File: src/rtl/tx_link_scheduler.sv
// tx_link_scheduler: brings up the PHY TX link with a fixed run of training
// words, then arbitrates two 32-bit requesters onto one registered TX word.
// The requester that currently owns the link keeps it for up to BURST_LEN
// words while the other one waits. A lone requester is never throttled.
module tx_link_scheduler #(
   parameter int unsigned TRAIN_WORDS = 4,
   parameter int unsigned BURST_LEN   = 4
) (
   input  logic        clk_f,
   input  logic        reset,
   input  logic        link_en,
   input  logic [31:0] req0_data,
   input  logic [31:0] req1_data,
   input  logic        req0_valid,
   input  logic        req1_valid,
   output logic        req0_ready,
   output logic        req1_ready,
   output logic [31:0] data_input,
   output logic        valid,
   output logic        active
);

   localparam logic [31:0] TRAIN_SYM  = 32'hBCBCBCBC;
   localparam logic [31:0] IDLE_SYM   = 32'h7C7C7C7C;
   localparam logic [7:0]  TRAIN_LAST = 8'(TRAIN_WORDS);
   localparam logic [7:0]  BURST_MAX  = 8'(BURST_LEN);

   typedef enum logic [1:0] {
      IDLE,
      TRAIN,
      ACTIVE
   } state_t;

   state_t      state;
   logic        owner;
   logic [7:0]  burst_cnt;
   logic [7:0]  train_cnt;

   logic        valid_o;
   logic        valid_x;
   logic        sel_any;
   logic        sel;
   logic        go;
   logic [31:0] sel_data;

   // Arbitration: owner keeps the link until its burst is used up, unless the
   // other requester is silent; otherwise the other requester takes over.
   always_comb begin
      valid_o = owner ? req1_valid : req0_valid;
      valid_x = owner ? req0_valid : req1_valid;
      sel_any = 1'b0;
      sel     = owner;
      if (valid_o && ((burst_cnt < BURST_MAX) || !valid_x)) begin
         sel_any = 1'b1;
         sel     = owner;
      end else if (valid_x) begin
         sel_any = 1'b1;
         sel     = ~owner;
      end
      go         = (state == ACTIVE) && link_en && !reset && sel_any;
      req0_ready = go && !sel && req0_valid;
      req1_ready = go &&  sel && req1_valid;
      sel_data   = sel ? req1_data : req0_data;
   end

   // Link state machine with registered TX word, valid and active outputs.
   always_ff @(posedge clk_f) begin
      if (reset) begin
         state      <= IDLE;
         owner      <= 1'b0;
         burst_cnt  <= '0;
         train_cnt  <= '0;
         data_input <= '0;
         valid      <= 1'b0;
         active     <= 1'b0;
      end else if (!link_en) begin
         state      <= IDLE;
         train_cnt  <= '0;
         data_input <= '0;
         valid      <= 1'b0;
         active     <= 1'b0;
      end else begin
         case (state)
            IDLE: begin
               state      <= TRAIN;
               train_cnt  <= '0;
               data_input <= '0;
               valid      <= 1'b0;
               active     <= 1'b0;
            end
            TRAIN: begin
               data_input <= TRAIN_SYM;
               valid      <= 1'b1;
               active     <= 1'b0;
               train_cnt  <= train_cnt + 8'd1;
               if (train_cnt + 8'd1 == TRAIN_LAST) begin
                  state     <= ACTIVE;
                  burst_cnt <= '0;
               end
            end
            ACTIVE: begin
               active <= 1'b1;
               if (go) begin
                  data_input <= sel_data;
                  valid      <= 1'b1;
                  if (sel == owner) begin
                     if (burst_cnt < BURST_MAX)
                        burst_cnt <= burst_cnt + 8'd1;
                  end else begin
                     owner     <= sel;
                     burst_cnt <= 8'd1;
                  end
               end else begin
                  data_input <= IDLE_SYM;
                  valid      <= 1'b0;
                  burst_cnt  <= '0;
               end
            end
            default: begin
               state      <= IDLE;
               data_input <= '0;
               valid      <= 1'b0;
               active     <= 1'b0;
            end
         endcase
      end
   end

endmodule

File: config.mk
export PLATFORM = sky130hd
export DESIGN_NAME = tx_link_scheduler
export DESIGN_NICKNAME = d
export VERILOG_FILES = /design/src/rtl/tx_link_scheduler.sv
export SDC_FILE = /design/constraint.sdc
export NUM_CORES = 1
export LEC_CHECK = 0
export BUFFER_PORTS_ARGS = -buffer_cell sky130_fd_sc_hd__buf_2
export CAP_MARGIN = 20
export CORE_ASPECT_RATIO = 1.25
export CORE_UTILIZATION = 39
export DETAILED_ROUTE_END_ITERATION = 8
export MAX_ROUTING_LAYER = met4
export PLACE_DENSITY_LB_ADDON = 0.3
export SLEW_MARGIN = 20
export SYNTH_ARGS = -nofsm -noshare
export SYNTH_HDL_FRONTEND = slang
export SYNTH_SLANG_ARGS = --single-unit
File: constraint.sdc
create_clock -name clk_f -period 1.85 [get_ports clk_f]
set_clock_uncertainty 0.15 [all_clocks]
set_input_delay 0.37 -clock clk_f [delete_from_list [all_inputs] [get_ports clk_f]]
set_output_delay 0.37 -clock clk_f [all_outputs]
set_load 0.01 [all_outputs]
# ---- Yosys cells after proc, flatten, opt, wreduce, memory -nomap -nowiden
# Index checks and enable logic that the tools add are counted.
dict set report word_totals {
  ff_bits 53
  input_bits 69
  out_inout_bits 36
}
dict set report op_classes {
  n_addsub 2
  order_cmp 1
  eq_ne 6
  mux 20
  bitwise_logic 4
  reduce_logical 19
}
# op n
set op_table {}
lappend op_table {{$mux W32} 2}
lappend op_table {{$pmux W32 S2} 1}
lappend op_table {{$mux W8} 4}
lappend op_table {{$pmux W8 S2} 2}
lappend op_table {{$add A8 B1 Y8 const B} 2}
lappend op_table {{$eq A8 B3 Y1 const B} 1}
lappend op_table {{$logic_and A1 B1 Y1} 8}
lappend op_table {{$lt A8 B3 Y1 const B} 1}
lappend op_table {{$mux W1} 8}
lappend op_table {{$reduce_and A4 Y1} 2}
lappend op_table {{$pmux W2 S3} 1}
lappend op_table {{$ne A4 B3 Y1 const B} 1}
lappend op_table {{$not A1 Y1} 4}
lappend op_table {{$reduce_bool A2 Y1} 2}
lappend op_table {{$logic_not A1 Y1} 3}
lappend op_table {{$eq A2 B1 Y1 const B} 1}
lappend op_table {{$eq A2 B2 Y1 const B} 1}
lappend op_table {{$logic_not A2 Y1} 1}
lappend op_table {{$mux W2} 1}
lappend op_table {{$ne A2 B2 Y1 const B} 1}
lappend op_table {{$pmux W1 S2} 1}
lappend op_table {{$reduce_and A2 Y1} 1}
lappend op_table {{$reduce_or A2 Y1} 1}
lappend op_table {{$eq A1 B1 Y1} 1}
lappend op_table {{$logic_or A1 B1 Y1} 1}

# ---- Depth between registers and ports, before layout
# Gate-level depths: netlist of the first run.
dict set report logic_depth {
  word_depth 9
  depth_mapped 9
  depth_no_buf 8
}

# ---- Least setup slack after synthesis of the first run
# No wires, ideal clock.
dict set report synth_path {
  path_kind {register -> output}
  start {register burst_cnt[7]}
  end {output req0_ready}
  t_arrival_ps 1500
  t_required_ps 1330
  setup_slack_ps -170
  stages_incl_launch_ff 7
  path_buffers 2
  cell_sequence {dfxtp_1 -> nor4_4 -> nand3_2 -> a31o_2 -> buf_6 -> buf_6 -> nor2_1}
}
dict set report synth_between {
  elab_chain_len 7
  word_cells_on_any_way 9
}
# element line
set synth_lines {}
lappend synth_lines {{start, declared} 36} ;# logic [7:0] burst_cnt;
lappend synth_lines {{start signal, assigned} 108} ;# burst_cnt <= burst_cnt + 8'd1;
lappend synth_lines {{$lt A8 B3 Y1 (*)} 53} ;# if (valid_o && ((burst_cnt < BURST_MAX) || !valid_x)) begin
lappend synth_lines {{$logic_or A1 B1 Y1 (*)} 53}
lappend synth_lines {{$logic_and A1 B1 Y1 (*)} 53}
lappend synth_lines {{$mux W1} 53}
lappend synth_lines {{$logic_and A1 B1 Y1 / $logic_not A1 Y1 (equally long branches)} {60, 61}}
lappend synth_lines {{$logic_and A1 B1 Y1 (*) (2 in a row)} 61} ;# req0_ready = go && !sel && req0_valid;
lappend synth_lines {{end, declared} 16} ;# output logic req0_ready,
# Every way passes the cells marked *; elsewhere a longest branch is shown, timed or not.

# ---- Worst setup path after layout of the first run
dict set report layout_path {
  start {register burst_cnt[4]}
  end {output req1_ready}
}
dict set report layout_between {
  elab_chain_len 7
  word_cells_on_any_way 8
}
# element line
set layout_lines {}
lappend layout_lines {{$lt A8 B3 Y1 (*)} 53}
lappend layout_lines {{$logic_or A1 B1 Y1 (*)} 53}
lappend layout_lines {{$logic_and A1 B1 Y1 (*)} 53}
lappend layout_lines {{$mux W1} 53}
lappend layout_lines {{$logic_and A1 B1 Y1} 60} ;# go = (state == ACTIVE) && link_en && !reset && sel_any;
lappend layout_lines {{$logic_and A1 B1 Y1 (*) (2 in a row)} 62} ;# req1_ready = go && sel && req1_valid;
lappend layout_lines {{end, declared} 17} ;# output logic req1_ready,
# Marked as above.

==> results of run 1 <==
## worst paths after layout
path	slack, ns	end	depth (start not counted)	from
max	-0.34	req1_ready	7	burst_cnt[4]
min	0.13	data_input[16]	3	req1_data[16]
max reg2reg	-0.06	data_input[3]	9	burst_cnt[4]
min reg2reg	0.33	burst_cnt[6]	1	burst_cnt[6]
## where the power goes
group          total (mW)  internal (mW)  leakage (nW)  switching [mW]
Sequential           1.15           1.15         0.430         0.00235
Combinational       0.266          0.137          1.18           0.129
Clock               0.702          0.304        0.0512           0.398
Total                2.12           1.59          1.66           0.529
## worst reg2reg max path, stage by stage (launching register included)
cell and delay [ns]:
dfxtp_2 0.35, nor4_4 0.31, buf_4 0.17, nand3_4 0.07, a31oi_4 0.19, buf_6 0.13, buf_6 0.12, clkbuf_16 0.15
nand2_1 0.05, a31oi_1 0.14
## sequential cells by signal, indices dropped and copies added, names as in the netlist
signal      cells
data_input     32
burst_cnt       8
train_cnt       8
state           2
active          1
owner           1
valid           1
## Yosys cell counts (3+ instances only)
cell	count	area (um2)
inv_1	4	15.0
a31oi_1	20	125
nand3b_1	7	52.6
buf_4	3	22.5
mux2i_1	5	50.1
a311oi_1	3	26.3
nand2_1	62	233
buf_2	3	15.0
nor2_1	9	33.8
o21ai_0	11	55.1
a21oi_1	17	85.1
nand2b_1	3	18.8
and2_1	6	37.5
buf_6	5	56.3
and3_1	4	25.0
nor2b_1	8	50.1
dfxtp_1	53	1060
nor3b_1	4	30.0
nand3_1	3	15.0
ha_1	6	75.1
clkbuf_1	3	11.3
## cell families (layout without fill, tap and decap cells)
family	after synthesis	in the layout	synth area share, %
and+or+nand+nor	116	116	24.5
AOI/OAI and AO/OA	68	68	19.1
DFF	53	53	44.9
buffers and inverters	22	155	6.24
adders and majority gates	6	6	3.17
muxes	5	5	2.12
## per-layer routing
| layer | wire (um) | GRT usage [%] | vias to the layer above |
|---|---|---|---|
| li1 | - | - | 1207 |
| met1 | 2670 | 22.3 | 1127 |
| met2 | 3350 | 35.6 | 93 |
| met3 | 352 | 3.83 | 6 |
| met4 | 87 | 7.49 | 0 |
| met5 | 0 | - | - |
## timing repair
| action | 4_1_cts | 5_1_grt |
|---|---|---|
| setup buffers | 0 | 4 |
| pin swaps | 2 | 12 |
| gates cloned | 0 | 1 |
| gates resized for setup | 6 | 30 |
| setup endpoints to repair | 25 | 43 |
## metrics by stage
step	power, mW	worst slack (ns)	cell area [um2]	utilization [%]
4_1_cts	2.10	-0.346	3240	55.8
3_5_place_dp	1.41	-0.0708	3120	53.6
3_3_place_gp	1.40	0.000517	3120	53.6
6_report	2.12	-0.340	3410	58.6
2_1_floorplan	1.29	-0.0742	2370	-
5_1_grt	2.20	-0.416	3410	58.6
## placed cells by master, fill, tap and decap left out, types with 4 or more instances in the layout
cell type / Yosys / layout
ha_1: 6 / 4
clkbuf_8: 0 / 6
nor2_1: 9 / 7
dfxtp_2: 0 / 5
buf_6: 5 / 5
nor2b_1: 8 / 8
and2_1: 6 / 5
dfxtp_1: 53 / 48
o21ai_0: 11 / 10
buf_2: 3 / 102
nand2_2: 1 / 6
nand2_1: 62 / 57
buf_4: 3 / 32
and3_1: 4 / 4
nand3b_1: 7 / 7
a31oi_1: 20 / 19
mux2i_1: 5 / 4
a21oi_1: 17 / 16
## final cells by class
| cell class | instances | area (um2) | area share [%] |
|---|---|---|---|
| Clock buffer | 6 | 82.6 | 2.42 |
| Clock inverter | 2 | 13.8 | 0.404 |
| Inverter | 5 | 18.8 | 0.550 |
| Multi-Input combinational cell | 195 | 1270 | 37.3 |
| Sequential cell | 53 | 1070 | 31.3 |
| Tap cell | 66 | 82.6 | 2.42 |
| Timing Repair Buffer | 142 | 872 | 25.6 |
==> impl_metrics.tcl, run 1 <==
set metrics [dict create \
    status "complete, but fails checks" \
    violations "negative setup slack" \
    gr-usage-all-layers_pct 20.0 \
    path_cells "nor4_4 > buf_4 > nand3_4 > a31oi_4 > buf_6 > nor2_4 > buf_6" \
    synth_flop_cell "dfxtp_1" \
    postRouteAntennaNets 0 \
    coreArea_mm2 0.00582 \
    vias 2433 \
    num_antenna_cells 0 \
    drc 0 \
    ir_worst_vdd_mv 0.303 \
    clock-sinks 53 \
    slowest_delay_ns 0.35 \
    cp-end-kind "output pin" \
    ctsHoldBuffers 0 \
    area_growth_pct 44.2 \
    hold_violations 0 \
    path_max_fanout 3 \
    post_drt_wl_per_cell_um 13.8 \
    yosysWarnings 0 \
    finalNonFillerCells 469 \
    numCtsBuffers 5 \
    cp_top_family "simple AND/OR/NAND/NOR gates" \
    fmax_ghz 0.457 \
    pin_count 105 \
    critPathLaunchType "flip-flop" \
    grt_pass1_vias 2161 \
    layout_setup_ws_ns -0.340 \
    gp_congestion 0.862 \
    cp_slowest_cell "dfxtp_2" \
    syn_inst 270 \
    seq_area_frac_synth_pct 44.9 \
    clkTransAtPathRegs_ns 0.10 \
    numPortBuffers 104 \
    cap_violations 0 \
    die_x_um 71.6 \
    critPathBufInv 3 \
    hp-class "input pin to flip-flop" \
    rsz0062_at_grt "yes" \
    placed_cells 457 \
    grt_pass1_wl_mm 9.71 \
    tightest_slew_ns 0.399 \
    power.leakage_nw 1.66 \
    synthArstFlopShare_pct 0 \
    synth_area_per_cell_um2 8.76 \
    hold_slack_ns 0.134 \
    antenna_found_initial 0 \
    cpMostUsedCell "buf_6" \
    arrival_ns 1.67 \
    grt_max_degree 29 \
    ys_types 49 \
    dpl.hpwl_mm 4.60 \
    grt.overflow.total 0 \
    drt_wl_total_mm 6.46 \
    clk_latency_ns 0.32 \
    cts_tree "done" \
    initial_core_util_pct 40.6 \
    fin_setup_tns_ns -1.34 \
    cts_htree_levels 2 \
    slew_violations 0 \
    setup_viol_count_final 24 \
    cts_root_buf "clkbuf_8" \
    rows 31 \
    finalCriticalPeriod_ns 2.19 \
    die_y_um 89.1 \
    dieArea_mm2 0.00638 \
    syn-cell-area_mm2 0.00236 \
    power-per-cell-area_mw_per_mm2 621 \
    slew_headroom_pct 73.4 \
    first_pass_iters 4 \
    drive_gt1_share_pct 46.2 \
    fillers 506 \
    drtIter0Drc 93 \
    ys_ff_latch 53 \
    syn-num-nets 345 \
    crit_type "flip-flop to output pin" \
    required_ns 1.33 \
    via_per_inst 5.19 \
    synth_edf_count 0 \
    period_share_pct 118 \
    cts_buffer_depth 2 \
    layout.nets 477 \
]
Power figures use the tool's default switching activity.
==> run 2, diff against run 1 <==
--- a/config.mk
+++ b/config.mk
@@ -6,7 +6,6 @@
 export NUM_CORES = 1
 export LEC_CHECK = 0
 export BUFFER_PORTS_ARGS = -buffer_cell sky130_fd_sc_hd__buf_2
-export CAP_MARGIN = 20
 export CORE_ASPECT_RATIO = 1.25
 export CORE_UTILIZATION = 39
 export DETAILED_ROUTE_END_ITERATION = 8
==> constraint.sdc (replaced) <==
create_clock -name clk_f -period 1.85 [get_ports clk_f]
set_clock_uncertainty 0.15 [all_clocks]
set_input_delay 0 -clock clk_f [delete_from_list [all_inputs] [get_ports clk_f]]
set_output_delay 0 -clock clk_f [all_outputs]
set_load 0.01 [all_outputs]
==> impl_metrics.tcl, run 2 (synthesis gave the netlist of run 1 again) <==
set metrics [dict create \
    grt_max_degree 18 \
    clock-sinks 53 \
    cts_tree "done" \
    gr-usage-all-layers_pct 29.7 \
    cts_root_buf "clkbuf_8" \
    slew_violations 0 \
    critPathBufInv 2 \
    crit_type "flip-flop to flip-flop" \
    area_growth_pct 78.4 \
    period_share_pct 106 \
    p_total_mw 2.46 \
    tightest_slew_ns 0.363 \
    post_drt_wl_per_cell_um 20.7 \
    largestRegisters "data_input: 32 flops, burst_cnt: 8 flops, train_cnt: 8 flops" \
    grt_pass1_wl_mm 14.0 \
    setup_viol_count_final 14 \
    numCtsBuffers 5 \
    violations "negative setup slack" \
    first_pass_iters 5 \
    ir_worst_vdd_mv 0.345 \
    path_max_fanout 13 \
    p_clk_share_pct 34.7 \
    drive_gt1_share_pct 40.3 \
    fillers 345 \
    power.leakage_nw 1.99 \
    cp_top_family "simple AND/OR/NAND/NOR gates" \
    critPathLaunchType "flip-flop" \
    rows 31 \
    pwr-share-seq_pct 46.8 \
    slew_headroom_pct 75.8 \
    hold_slack_ns 0.0961 \
    dpl.hpwl_mm 4.32 \
    die_x_um 71.6 \
    fmax_ghz 0.512 \
    drt_wl_total_mm 11.1 \
    layout_setup_ws_ns -0.104 \
    coreArea_mm2 0.00582 \
    p_sw_mw 0.619 \
    arrival_ns 2.03 \
    die_y_um 89.1 \
    p_int_mw 1.84 \
    power-per-cell-area_mw_per_mm2 582 \
    final_common_cell "buf_2" \
    grt.overflow.total 0 \
    crit_path_start "burst_cnt[7]" \
    layout.nets 541 \
    drc 0 \
    clk_latency_ns 0.31 \
    cts_htree_levels 2 \
    cp_slowest_cell "dfxtp_2" \
    vias 3084 \
    cts_buffer_depth 2 \
    power_frac_comb_pct 18.5 \
    switching_share_pct 25.2 \
    antenna_found_initial 1 \
    drtIter0Drc 381 \
    status "complete, but fails checks" \
    largest_reg_flops 32 \
    path_cells "nor4_4 > nand3_2 > a31oi_4 > buf_4 > buf_16 > nand2_1 > a21oi_1" \
    via_per_inst 5.76 \
    gp_congestion 0.843 \
    numPortBuffers 104 \
    dieArea_mm2 0.00638 \
    regMostFlops "data_input" \
    required_ns 1.93 \
    hp-class "input pin to flip-flop" \
    clkTransAtPathRegs_ns 0.10 \
    rsz0062_at_grt "yes" \
    initial_core_util_pct 40.6 \
    postRouteAntennaNets 0 \
    hold_violations 0 \
    cp-end-kind "flip-flop" \
    min-delay-start "req0_valid" \
    seq_area_mm2 0.00106 \
    regToRegStartpoint "burst_cnt[7]" \
    cap_violations 0 \
    pin_count 105 \
    slowest_delay_ns 0.34 \
    final_util_pct 72.5 \
    multi_input_area_mm2 0.00132 \
    finalCriticalPeriod_ns 1.95 \
    mostFrequentLayoutCells "103 x buf_2, 67 x dlygate4sd3_1, 50 x dfxtp_1" \
    grt_pass1_vias 2891 \
]
run 2: cell types whose count changed in the layout (fill, tap and decap cells not counted), sizes merged:
cell         delta
clkinv          -2
clkinvlp        +1
dlygate4sd3    +67
buf             -3
diode           +2
bufinv          +1
run 2: stage by stage:
step           instance area (um2)  setup TNS (ns)  worst slack (ns)  cells
6_report                      4220          -0.565            -0.104    535
5_1_grt                       4220           -3.19            -0.247    534
4_1_cts                       4000          -0.405           -0.0777    527
3_5_place_dp                  3010         -0.0773           -0.0430    441
3_3_place_gp                  3010               0            0.0259    441
2_1_floorplan                 2360               0            0.0615    270
run 2: power by group through the flow:
stage               Combinational, mW  Clock [mW]  Sequential (mW)
finish                          0.454       0.853             1.15
global placement                0.211           0             1.17
detailed placement              0.213           0             1.17
CTS                             0.367       0.834             1.15
floorplan                       0.113           0             1.18
global route                    0.478       0.905             1.15
run 2: timing repair:
action / 4_1_cts / 5_1_grt
hold buffers: 67 / 0
cloned: 2 / 1
buffers inserted: 9 / 6
endpoints found under the setup margin: 8 / 42
resized for setup: 14 / 40
pin swaps: 6 / 30
hold endpoints to repair: 39 / 0
run 2: path summary, 6_finish.rpt:
path,endpoint,slack (ns),depth (start not counted)
worst max register to register,data_input[25],-0.10,7
worst max-delay path,data_input[25],-0.10,7
worst min register to register,burst_cnt[5],0.33,1
worst min-delay path,burst_cnt[1],0.1,5
run 2: worst min-delay path, stage by stage:
cell,delay [ns]
buf_2,0.16
nand3b_1,0.11
o22ai_1,0.09
nand4_1,0.09
o21ai_0,0.07
run 2: metal layers:
metal	GRT usage (%)	wire length [um]	up-vias
li1	-	-	1342
met1	29.6	3850	1404
met2	52.0	5260	246
met3	8.23	1150	92
met4	17.3	821	0
met5	-	0	-
run 2: cell type report:
| type | instances | share of cell area, % |
|---|---|---|
| Antenna cell | 2 | 0.119 |
| Clock buffer | 6 | 1.96 |
| Clock inverter | 2 | 0.890 |
| Inverter | 5 | 0.445 |
| Multi-Input combinational cell | 195 | 31.4 |
| Sequential cell | 53 | 25.2 |
| Tap cell | 66 | 1.96 |
| Timing Repair Buffer | 206 | 38.0 |
==> run 3, diff against run 2 <==
--- a/config.mk
+++ b/config.mk
@@ -9,6 +9,7 @@
 export CORE_ASPECT_RATIO = 1.25
 export CORE_UTILIZATION = 39
 export DETAILED_ROUTE_END_ITERATION = 8
+export HOLD_SLACK_MARGIN = 0.12
 export MAX_ROUTING_LAYER = met4
 export PLACE_DENSITY_LB_ADDON = 0.3
 export SLEW_MARGIN = 20
==> impl_metrics.tcl, run 3 (synthesis gave the netlist of run 1 again) <==
set metrics [dict create \
    arrival_ns 2.15 \
    final_common_cell "buf_2" \
    setup_viol_count_final 10 \
    die_y_um 89.1 \
    violations "negative setup slack" \
    cts_htree_levels 2 \
    pin_count 105 \
    numCtsBuffers 5 \
    largest_reg_flops 32 \
    area_growth_pct 76.6 \
    clock-sinks 53 \
    hold_violations 0 \
    drive_gt1_share_pct 39.1 \
    grt.overflow.total 0 \
    largestRegisters "data_input: 32 flops, burst_cnt: 8 flops, train_cnt: 8 flops" \
    rows 31 \
    period_share_pct 116 \
    gp_congestion 0.843 \
    coreArea_mm2 0.00582 \
    slew_headroom_pct 66.9 \
    post_drt_wl_per_cell_um 19.3 \
    antenna_found_initial 0 \
    initial_core_util_pct 40.6 \
    layout_setup_ws_ns -0.291 \
    ir_worst_vdd_mv 0.415 \
    cap_violations 0 \
    regMostFlops "data_input" \
    power-per-cell-area_mw_per_mm2 582 \
    via_per_inst 5.70 \
    num_antenna_cells 0 \
    dp_slack_ns -0.0430 \
    rsz0062_at_grt "yes" \
    cts_tree "done" \
    vias 3025 \
    mostFrequentLayoutCells "103 x buf_2, 68 x dlygate4sd3_1, 51 x nand2_1" \
    p_total_mw 2.43 \
    fmax_ghz 0.467 \
    status "complete, but fails checks" \
    drtIter0Drc 241 \
    drt_wl_total_mm 10.3 \
    required_ns 1.86 \
    crit_type "flip-flop to flip-flop" \
    final_util_pct 71.8 \
    gr-usage-all-layers_pct 29.1 \
    multi_input_area_mm2 0.00132 \
    postRouteAntennaNets 0 \
    slew_violations 0 \
    cts_root_buf "clkbuf_8" \
    worst-r2r-setup-slack_ns -0.29 \
    hold_slack_ns 0.327 \
    grt_max_degree 18 \
    drc 0 \
    numPortBuffers 104 \
    power.leakage_nw 1.98 \
    finalCriticalPeriod_ns 2.14 \
    seq_area_mm2 0.00106 \
    path_max_fanout 6 \
    grt_pass1_wl_mm 13.9 \
    cp-end-kind "flip-flop" \
    tightest_slew_ns 0.494 \
    clkTransAtPathRegs_ns 0.11 \
    dieArea_mm2 0.00638 \
    clk_latency_ns 0.30 \
    fillers 364 \
    first_pass_iters 7 \
    hp-class "flip-flop to flip-flop" \
    die_x_um 71.6 \
    critPathLaunchType "flip-flop" \
    layout.nets 539 \
    cts_buffer_depth 2 \
    grt_pass1_vias 2917 \
    dpl.hpwl_mm 4.32 \
]
==> run 3: cell count changes in the layout (fill, tap and decap cells not counted), sizes merged <==
cell,change
buf,-2
clkbuf,-1
diode,-2
dlygate4sd3,+1
==> run 3: routing by layer <==
layer | part of all wire, % | global-route usage (%)
met5 | 0 | -
met1 | 37 | 28.1
met3 | 8.8 | 8.00
met2 | 48 | 52.4
met4 | 6.0 | 16.4
==> run 3: worst paths after layout <==
check	startpoint	endpoint	depth (start not counted)
setup / recovery	burst_cnt[7]	data_input[19]	7
hold / removal	burst_cnt[5]	burst_cnt[5]	1
setup reg to reg	burst_cnt[7]	data_input[19]	7
hold reg to reg	burst_cnt[5]	burst_cnt[5]	1
==> run 3: timing repair <==
item | CTS | global route
hold endpoints to repair | 53 | 0
setup endpoints to repair | 8 | 42
cloned | 2 | 0
buffers inserted | 9 | 4
pin swaps | 6 | 29
hold buffers | 68 | 0
resized for setup | 14 | 37
==> run 3: cell type report <==
cell class / count / area share (%)
Clock buffer: 6 / 1.98
Inverter: 5 / 0.449
Tap cell: 66 / 1.98
Multi-Input combinational cell: 195 / 31.5
Timing Repair Buffer: 204 / 37.7
Sequential cell: 53 / 25.5
Clock inverter: 2 / 0.899
==> run 3: through the flow <==
stage                     cell area [um2]  std cells  setup TNS, ns
after CTS                            4010        528         -0.405
after global routing                 4180        531          -3.35
after detailed placement             3010        441        -0.0773
after global placement               3010        441              0
final                                4180        531         -0.552
after floorplan                      2360        270              0
==> run 3: power by group <==
group,internal (mW),switching (mW),total [mW],leakage [nW]
Clock,0.441,0.410,0.851,0.0574
Combinational,0.242,0.190,0.433,1.49
Sequential,1.15,0.00275,1.15,0.429
Total,1.83,0.603,2.43,1.98
==> run 3: worst max-delay path, stage by stage (launching register included) <==
cell and delay [ns]:
dfxtp_2 0.34, nor4_4 0.33, a41o_2 0.30, a31o_4 0.15, buf_12 0.12, buf_8 0.13
nand2_2 0.06, a31oi_1 0.43
